`src/rtl/md_issue_ctrl.sv`:
```
// md_issue_ctrl: E-stage sequencer for the multiply/divide unit.
// Issues single-cycle Start pulses and op codes to the MD unit and tracks its
// latency with a local countdown. It stalls D while the unit is occupied and
// latches a sticky error on an illegal issue.
// Optional feature macro: MD_MADD_EN. When it is defined, op 110 (madd) starts
// a multiply-latency operation. When it is not defined, op 110 is illegal.
module md_issue_ctrl #(
  parameter int unsigned MULT_LAT = 5,
  parameter int unsigned DIV_LAT  = 10
) (
  input  logic       clk,
  input  logic       reset,
  input  logic       d_md_use,
  input  logic       e_md_valid,
  input  logic [2:0] e_md_op,
  input  logic       flush,
  output logic       md_start,
  output logic [2:0] md_op,
  output logic       busy,
  output logic [3:0] remain,
  output logic       stall_d,
  output logic       op_err
);

  typedef enum logic {
    IDLE = 1'b0,
    RUN  = 1'b1
  } state_t;

  localparam logic [3:0] MULT_CNT = 4'(MULT_LAT);
  localparam logic [3:0] DIV_CNT  = 4'(DIV_LAT);
  localparam logic [2:0] OP_READ  = 3'b111;
  localparam logic [2:0] OP_MADD  = 3'b110;

  state_t     state_q, state_d;
  logic [3:0] cnt_q, cnt_d;
  logic       op_err_q, op_err_d;

  logic       e_live;
  logic       issue;
  logic       is_start_op;
  logic       is_div_op;
  logic       madd_illegal;
  logic       run_illegal;

  // Decode the E-stage instruction into issue, start and error conditions.
  always_comb begin
    e_live      = e_md_valid & ~flush;
    issue       = e_live & (state_q == IDLE);
    run_illegal = e_live & (state_q == RUN);
    is_div_op   = (e_md_op == 3'b010) | (e_md_op == 3'b011);
`ifdef MD_MADD_EN
    is_start_op  = ~e_md_op[2] | (e_md_op == OP_MADD);
    madd_illegal = 1'b0;
`else
    is_start_op  = ~e_md_op[2];
    madd_illegal = issue & (e_md_op == OP_MADD);
`endif
  end

  // Drive the MD unit and the pipeline-facing outputs.
  always_comb begin
    md_start = issue & is_start_op;
    md_op    = issue ? e_md_op : OP_READ;
    busy     = (state_q == RUN) | md_start;
    remain   = cnt_q;
    stall_d  = d_md_use & busy;
    op_err   = op_err_q;
  end

  // Next-state logic: load the latency on Start, then count down to IDLE.
  always_comb begin
    state_d  = state_q;
    cnt_d    = cnt_q;
    op_err_d = op_err_q | run_illegal | madd_illegal;
    case (state_q)
      IDLE: begin
        if (md_start) begin
          state_d = RUN;
          cnt_d   = is_div_op ? DIV_CNT : MULT_CNT;
        end
      end
      RUN: begin
        if (cnt_q <= 4'd1) begin
          state_d = IDLE;
          cnt_d   = 4'd0;
        end else begin
          cnt_d = cnt_q - 4'd1;
        end
      end
      default: begin
        state_d = IDLE;
        cnt_d   = 4'd0;
      end
    endcase
  end

  // State, countdown and sticky error registers with synchronous reset.
  always_ff @(posedge clk) begin
    if (reset) begin
      state_q  <= IDLE;
      cnt_q    <= 4'd0;
      op_err_q <= 1'b0;
    end else begin
      state_q  <= state_d;
      cnt_q    <= cnt_d;
      op_err_q <= op_err_d;
    end
  end

endmodule

```
`config.mk`:
```
export PLATFORM = sky130hd
export DESIGN_NAME = md_issue_ctrl
export DESIGN_NICKNAME = d
export VERILOG_FILES = /design/src/rtl/md_issue_ctrl.sv
export SDC_FILE = /design/constraint.sdc
export NUM_CORES = 1
export LEC_CHECK = 0
export ABC_AREA = 1
export BUFFER_PORTS_ARGS = -buffer_cell sky130_fd_sc_hd__buf_4
export CORE_AREA = 2 2 39 41
export CTS_BUF_LIST = sky130_fd_sc_hd__clkbuf_4
export CTS_CLUSTER_DIAMETER = 100
export DETAILED_ROUTE_END_ITERATION = 10
export DIE_AREA = 0 0 41 43
export HOLD_SLACK_MARGIN = 0.05
export PLACE_DENSITY = 0.62
export REMOVE_ABC_BUFFERS = 1
export SLEW_MARGIN = 15
export SYNTH_ARGS = -nofsm -noshare
export SYNTH_HDL_FRONTEND = slang
export SYNTH_SLANG_ARGS = --single-unit
```
`constraint.sdc`:
```
create_clock -name clk -period 1.6 [get_ports clk]
set_input_delay 0.16 -clock clk [delete_from_list [all_inputs] [get_ports clk]]
set_output_delay 0.16 -clock clk [all_outputs]
set_load 0.01 [all_outputs]
```
# Word level (Yosys, flattened, before mapping)

Index checks and enable logic that the tools add are counted.

Flip-flop bits (word level): 6
Input port bits: 8
Output and inout port bits: 11
Logic and storage cells: 30

Add/subtract/negate cells: 1
$lt $le $gt $ge: 1
Equality and inequality tests: 4
Mux-type cells: 8
Bitwise operators: 13

Operator list:

| kind                                                 | number |
|---|---|
| two-way mux 4 bit                                    | 3 |
| one-hot mux 4 bit (2 select lines)                   | 1 |
| bitwise AND 1 bit                                    | 6 |
| == test 3 x 2 -> 1 bit (second input constant)       | 2 |
| <= comparator 4 x 1 -> 1 bit (second input constant) | 1 |
| bitwise OR 1 bit                                     | 4 |
| subtractor 4 x 1 -> 4 bit (second input constant)    | 1 |
| == test 3 bit (second input constant)                | 1 |
| two-way mux 3 bit                                    | 1 |
| NOT 1 bit                                            | 3 |
| two-way mux 1 bit                                    | 2 |
| inequality test 2 bit (second input constant)        | 1 |
| one-hot mux 1 bit (2 select lines)                   | 1 |

# Logic depth before layout (Yosys ltp)

Gate-level depths: netlist of run 1.

Depth in word-level cells: 6
Mapped depth: 11
Mapped depth without buffers: 11

# Least setup slack after synthesis of run 1

OpenSTA, ideal clock, no wires.

Path kind: reg-to-reg
From: register cnt_q[0] (netlist: remain[0])
To: register cnt_q[3] (netlist: remain[3])
Setup time: 0.056 ns
Data arrival time: 1.143 ns
Required time: 1.544 ns
Setup slack: 0.401 ns
Stages on the path, launching flop included: 12
Period minus slack after synthesis: 1.199 ns
Cells stage by stage: dfxtp_1 -> inv_1 -> ha_1 -> inv_1 -> nand2_1 -> nand2_1 -> nand2_2 -> inv_1 -> nand2_1 -> nand2_1 -> nand2_1 -> inv_1

Word-level cells in the longest chain between the ends: 3
Elaborated cells on any way between the ends: 4

RTL lines:

| element                                                                   | RTL line | RTL |
|---|---|---|
| start, declared                                                           | 36       | `logic [3:0] cnt_q, cnt_d;` |
| start signal, assigned                                                    | 106      | `cnt_q <= cnt_d;` |
| subtractor 4 x 1 -> 4 bit or <= comparator 4 x 1 -> 1 bit (tied branches) | 88, 84   |  |
| two-way mux 4 bit (*)                                                     | 84       | `if (cnt_q <= 4'd1) begin` |
| one-hot mux 4 bit (2 select lines) (*)                                    | 76       | `case (state_q)` |

Every way passes the cells marked *; elsewhere a longest branch is shown, timed or not.
A chain may end at the register's enable or synchronous reset.

# Worst setup path after layout of run 1

Same ends and word-level chain as after synthesis.

==> impl_summary.md, run 1 <==
Placement
The sum of net half-perimeters after detailed placement is roughly 700 µm. The routability congestion estimate is about 0.73. The total cell area at the placement stage is 557 µm². After detailed placement, the design holds a cell count of 100. Before CTS, the worst setup slack after placement is 0.363 ns. The quantity of I/O buffers inserted on ports is 18.

Synth
Yosys printed 0 warnings. The post-synthesis cell area is around 400 µm². The top flip-flop cell by instance count after synthesis is dfxtp_1. dfxtp_1 takes more of the synthesized area than any other cell.

In the post-synthesis netlist, the biggest area contributors are dfxtp_1 30%, nor2_1 15%, nand2_1 14%. Of the post-synthesis cell area, the dominant cell type holds 0.299. After synthesis, the mean cell area works out to between 6 and 7 µm². The synthesized netlist contains 13 unique library cells. Synthesis handed over a netlist of 66 instances. Synthesis inferred 6 register bits. The post-synthesis async set-or-reset flop share is 0. The commonest cells after synthesis are 16 x nor2_1, 15 x nand2_1, 14 x inv_1, 6 x dfxtp_1. The sequential share of the synthesized area is 0.299.

Yosys mapped a number of flops with a built-in enable equal to 0. The most common cell in the synthesized netlist is nor2_1.

Clocking
Clock-pin slew was measured on the worst setup and hold paths at 0.05 ns. The number of hold buffers added after CTS was 0. The H-tree level count is 1. Clock tree synthesis inserted a total of 3 buffers. CTS saw 6 sinks. The clock passes through at most 2 buffers.

The number of gates resized after CTS was 0. The number of buffers inserted to repair setup after CTS is 0. TritonCTS built the clock tree.

The clock root buffer is clkbuf_4. The insertion delay to the later sink of the worst-skew pair is roughly 0.25 ns.

STA
After routing, the total negative slack on setup checks comes to 0 ns. The final worst-path setup slack is 0.362 ns. In the finished design, the share of the clock period the worst path needs comes to 0.774.

The worst path needs approximately 1.2 ns of the cycle, external delays included. The final hold violation count is 0. The achievable clock frequency is 808 MHz.

The number of max-slew violations in the final report is 0. The setup-violating endpoint count in the final report is 0. The worst setup skew after layout is 0.00309 ns.

Setup repair after global routing left no endpoint under its margin. For the pin with the worst max-slew slack, the measured transition is between 0.2 and 0.25 ns. The worst pin sits at a relative slew slack of 0.845. The final hold slack is 0.0943 ns.

Floorplan
Measured along the x axis, the die boundary spans 41 µm. The die height is 43 µm. The floorplan step defined a die boundary enclosing 1760 µm².

For this configuration, the core starts out at a cell density of 0.290. The core region is 1380 µm². The floorplan row count is 14. The I/O pin count is 19.

Global route
In the global route stage, overall resource usage came out at 0.128. The initial antenna violation count was 0. Entering global routing, the biggest net connects 9 pins.

The via count of the first global-routing pass is 370. The global route total overflow is 0. The first global-routing pass estimated 1420 µm of wire.

Setup path
STA puts the critical path data arrival time at 1.43 ns. In this run the worst path has a maximum fanout of 5. The nature of the critical path endpoint is a register. The kind of critical path is register to register. The worst setup path is launched from a register. The required time of the critical path is approximately 1.8 ns.

Finish
Measured on the finished design, the core utilization comes to 0.419. The total number of nets in the final design is between 90 and 100. Excluding fillers, the count of instances in the completed layout stands at 103. Relative to the synthesized area, the layout overhead comes to 44.2%. The count of inserted antenna diode cells is 0.

The count of filler cells inserted in the layout is between 150 and 200. In the final layout, the share of cells above drive strength 1 is 0.299. Summing all non-filler instances in the final layout gives an area of 579 µm².

Power
The analysis attributes to net switching a power of 0.130 mW. Overall power consumption after layout is estimated at 0.436 mW. Of the total power, combinational logic draws 0.278. The share of total power in the clock network is 0.328. The static leakage is around 0.34 nW. The internal portion of the total power is 0.306 mW. For this design the ratio of total power to cell area is ~750 nW/µm². The switching power as a share of total power is 0.298.

The worst vdd rail ir drop is a little under 0.3 mV. Of the total power, registers draw 0.393.

Detailed routing
The number of design rule violations left after detail routing is 0. Dividing the detail-routed via count by the number of cells gives 4.31. The detailed router placed 444 vias in this run.

The wire length per cell is 8.16 µm. The first-pass iteration count of the detailed router is 2. In this run, the number of DRC markers left after iteration 0 of detailed routing was 1.

The routed wire length is around 840 µm. The remaining antenna violation count after routing is 0.

Worst hold path
The tightest min-delay check is of the input pin to register type.

Flow run
Max-cap violations in this run came to 0.

Outcome
The run finished with clean final reports.
==> logic make-up (layout without fill, tap and decap cells) <==
family,count (synthesis),count (layout),synth area share
simple gates,36,36,0.368
buf+inv,15,36,0.140
compound gates,6,6,0.109
flops,6,6,0.299
fa+ha+maj,2,2,0.0623
xor+xnor,1,1,0.0218
==> area by class of cell <==
type                            count  area, µm²  area share
Clock buffer                        3       22.5      0.0389
Inverter                           15       56.3      0.0972
Multi-Input combinational cell     45        225       0.389
Sequential cell                     6        120       0.207
Tap cell                           16       20.0      0.0346
Timing Repair Buffer               18        135       0.233
==> power by group through the flow <==
stage | combinational, mW | sequential [mW] | clock (mW)
detailed placement | 0.123 | 0.175 | 0
CTS | 0.124 | 0.172 | 0.149
global route | 0.141 | 0.174 | 0.156
finish | 0.122 | 0.172 | 0.143
global placement | 0.123 | 0.174 | 0
floorplan | 0.0688 | 0.177 | 0
==> worst paths after layout <==
path                             endpoint  slack, ns       from  cells after the start
worst min register to register     op_err       0.47     op_err                      2
worst min-delay path              state_q       0.09      reset                      2
worst max-delay path            remain[3]       0.36  remain[0]                     11
worst max register to register  remain[3]       0.36  remain[0]                     11
==> routing by layer <==
metal / global-route usage / up-vias / wire (µm)
met5: 0 / - / 0
met3: 0.0785 / 5 / 80
li1: - / 238 / -
met2: 0.181 / 15 / 384
met1: 0.135 / 186 / 349
met4: 0.0800 / 0 / 27
==> cells in the final DEF, fill, tap and decap left out <==
master / Yosys / routed
a21oi_1: 2 / 2
buf_4: 0 / 18
clkbuf_4: 0 / 3
dfxtp_1: 6 / 6
ha_1: 2 / 2
inv_1: 14 / 14
inv_2: 1 / 1
nand2_1: 15 / 15
nand2_2: 3 / 3
nand3_1: 1 / 1
nand3b_1: 1 / 1
nor2_1: 16 / 16
o21ai_0: 3 / 3
o21bai_4: 1 / 1
xnor2_1: 1 / 1
==> worst max-delay path, stage by stage (launching register included) <==
cell and delay, ns:
dfxtp_1 0.38, inv_1 0.09, ha_1 0.22, inv_1 0.06, nand2_1 0.04, nand2_1 0.06
nand2_2 0.08, inv_1 0.06, nand2_1 0.04, nand2_1 0.05, nand2_1 0.04, inv_1 0.04
==> flip-flops by register name, summed over array words and instances, names as in the netlist <==
name     cells
remain       4
state_q      1
op_err       1
(Power assumes the default switching activity.)
==> inputs of run 2 (changes only) <==
==> constraint.sdc (replaced) <==
create_clock -name clk -period 1.2 [get_ports clk]
set_input_delay 0.12 -clock clk [delete_from_list [all_inputs] [get_ports clk]]
set_output_delay 0.12 -clock clk [all_outputs]
set_load 0.01 [all_outputs]
==> run 2 against run 1 <==
Effect of this change: die area unchanged; core utilization increased by 7.1 points; sequential power increased by 35%; clock skew increased by 0.0026 ns; count of clock-buffer cells in the layout unchanged; setup slack got worse by 0.31 ns; hold slack got worse by 0.032 ns; clock power increased by 34%; final cell count increased by 5.8%; register-to-register slack got worse by 0.30 ns; combinational power increased by 77%; sequential share of layout area decreased by 1.7 points.
==> impl_summary.md, run 2 (synthesis results as in run 1) <==
Power
Summed over all cells, the static leakage comes to 0.382 nW. Of the total power, the share spent switching nets is 0.309. The ratio of total power to cell area is 945 nW/µm². The share of power burned in registers is 0.362.

The worst vdd rail ir drop is 0.466 mV. The design draws 0.640 mW. The switching power is 0.198 mW. The proportion of power drawn by combinational gates is 0.338. The share of total power dissipated in the clock network is 0.300. The internal power is 0.442 mW.

Clocking
The clock root buffer is clkbuf_4. For this design, the sink count on the clock tree is 6. The number of buffers created by CTS is 3.

The H-tree level count is 1. TritonCTS built the clock tree. The clock reaches the later pin of the worst-skew pair after 0.25 ns. Clock-pin slew was measured on the worst setup and hold paths at 0.05 ns. The number of hold buffers added after CTS was 0. No sink is reached through more buffers than the 2 on the longest clock path.

STA
Headroom to the max-slew limit came out at 0.852. The transition at the pin with the smallest max-transition slack is 0.221 ns. The worst setup skew after layout is 0.00571 ns.

Adding up every negative setup slack in the final design gives 0 ns. The final hold slack is 0.0620 ns. The number of max-slew violations in the final report is 0. After layout, the worst setup slack is 0.0508 ns. The final cycle utilization of the critical path is 0.958. Setup repair after global routing could not meet its margin everywhere.

Setup violations remaining at the end of the flow were counted as 0. The clock period minus worst slack is around 1.1 ns. The achievable clock frequency is 870 MHz.

The final hold violation count came to 0.

Finish
The area growth from synthesis to layout is 68.5%. Once layout is complete, the cells apart from fillers number ~110. 0 antenna diodes ended up in the layout.

The post-route standard cell area excluding fillers is 677 µm². The share of the core filled with cells in the final layout is 0.489. The top cell types in the final layout, fill and taps aside, are 23 x buf_4, 15 x nand2_1, 15 x nor2_1. The commonest non-fill, non-tap cell in the layout is buf_4.

The register with the most flip-flops in the layout has 4 of them. The share of post-route cells with drive strength above 1 is 0.452. The total number of nets in the final design is 105.

Placement
Once placement completed, the tool counted placed cells totaling 103. Detailed placement finished with a half-perimeter wire length of 731 µm. In this run the tool buffered the top-level ports with 18 buffer cells.

The congestion estimate from routability-driven global placement came to 0.747. The total cell area at the placement stage is 579 µm². The worst slack after detailed placement is 0.0263 ns.

Floorplan
The region available for standard cell placement spans between 1000 and 1500 µm². The I/O pin count is 19. The floorplan row count is 14. The width of the die is about 40 µm. The area of the die is 1760 µm². The die is 43 µm tall. The initial utilization of the core area, before any placement, comes to 0.290.

Worst hold path
The hold path startpoint is reset. The worst hold path passes through 2 cells. The destination of the worst hold path is state_q. The min-delay analysis places its worst path in the category input pin to register.

Detailed routing
The first-pass iteration count of the detailed router is 4. After detailed routing, the number of remaining DRC violations is 0. The detailed-route vias per instance is 4.26. In the final routed layout, each cell accounts on average for 9.53 µm.

After detailed routing, the total wire length is 1040 µm. The routed via count is 464. The violation count after the first detailed-route iteration is 6. The count of nets left with antenna violations once routing finished came out at 0.

Global route
Global routing finished with a remaining overflow of 0. The first global-routing pass estimated roughly 1600 µm of wire. The layer with the highest usage after global routing is met2. The via count of the first global-routing pass is 410.

The total routing usage reported by global routing is 0.136. Entering global routing, the biggest net connects 6 pins. For this run, global-route usage on met3 was measured as 0.0471. The initial antenna violation count was 0. The met1 capacity usage during global routing is 0.168. The global routing usage on met2 is 0.194.

Setup path
The nature of the critical path endpoint is a primary output. At the worst endpoint, the required time is 1.08 ns. The terminus of the critical flop-to-flop path is remain[2].

The worst reg2reg path depth is 7. The maximum fanout along the worst path is 4. In this run the critical register-to-register path is launched from remain[0]. The launching element type of the critical path is a register. For flop-to-flop paths, the worst setup slack is 0.06 ns. Data arrives at the worst endpoint at 1.03 ns.

The kind of critical path is register to primary output.

Outcome
The flow ran to the end, and the final reports show no timing, DRC or antenna violations.

Flow run
Across the run, the number of max-cap violations was 0.
## run 2: cell count changes in the layout (fill, tap and decap cells not counted)
cell | before | now
buf_6 | 0 | 1
dfxtp_1 | 6 | 3
dfxtp_2 | 0 | 1
xnor2_2 | 0 | 1
inv_1 | 14 | 11
dfxtp_4 | 0 | 2
ha_4 | 0 | 2
inv_2 | 1 | 2
ha_1 | 2 | 0
buf_4 | 18 | 23
xnor2_1 | 1 | 0
nor2_1 | 16 | 15
inv_4 | 0 | 2
nor2_2 | 0 | 1
## run 2: how the worst max path moves through the flow
| stage | slack, ns | end | cells past startpoint | start |
|---|---|---|---|---|
| finish | 0.05 | md_start | 4 | state_q |
| global route | -0.03 | remain[3] | 11 | remain[1] |
| CTS | 0.02 | remain[3] | 11 | remain[0] |
| detailed placement | 0.03 | remain[3] | 11 | remain[0] |
| global placement | 0.06 | remain[3] | 11 | remain[0] |
| floorplan | 0.001 | remain[3] | 11 | remain[0] |
## run 2: critical path: stages (launching register included)
cell and delay [ns]:
dfxtp_4 0.35, nor2_2 0.15, nand2_1 0.11, inv_1 0.07
buf_4 0.11
## run 2: power groups by stage
| stage | registers (mW) | logic (mW) | clock network (mW) |
|---|---|---|---|
| after floorplan | 0.236 | 0.0917 | 0 |
| after global placement | 0.230 | 0.179 | 0 |
| after detailed placement | 0.231 | 0.181 | 0 |
| after CTS | 0.227 | 0.190 | 0.201 |
| after global routing | 0.233 | 0.241 | 0.212 |
| final | 0.232 | 0.216 | 0.192 |
## run 2: cell type report
type	instances	area [µm²]
fill	146	707
sequential	6	129
tap	16	20.0
inverter	15	61.3
multi-input combinational	45	260
clock buffer	3	22.5
timing repair buffer	24	184
## run 2: repair_timing
action | CTS | global route
buffers inserted | 2 | 1
pin swaps | 0 | 4
gates resized for setup | 1 | 16
endpoints found under the setup margin | 2 | 8
## run 2: metal layers
metal | up-vias | part of all wire | routed length, µm
li1 | 252 | - | -
met1 | 200 | 0.46 | 482
met2 | 12 | 0.48 | 503
met3 | 0 | 0.051 | 53
met4 | 0 | 0 | 0
met5 | - | 0 | 0
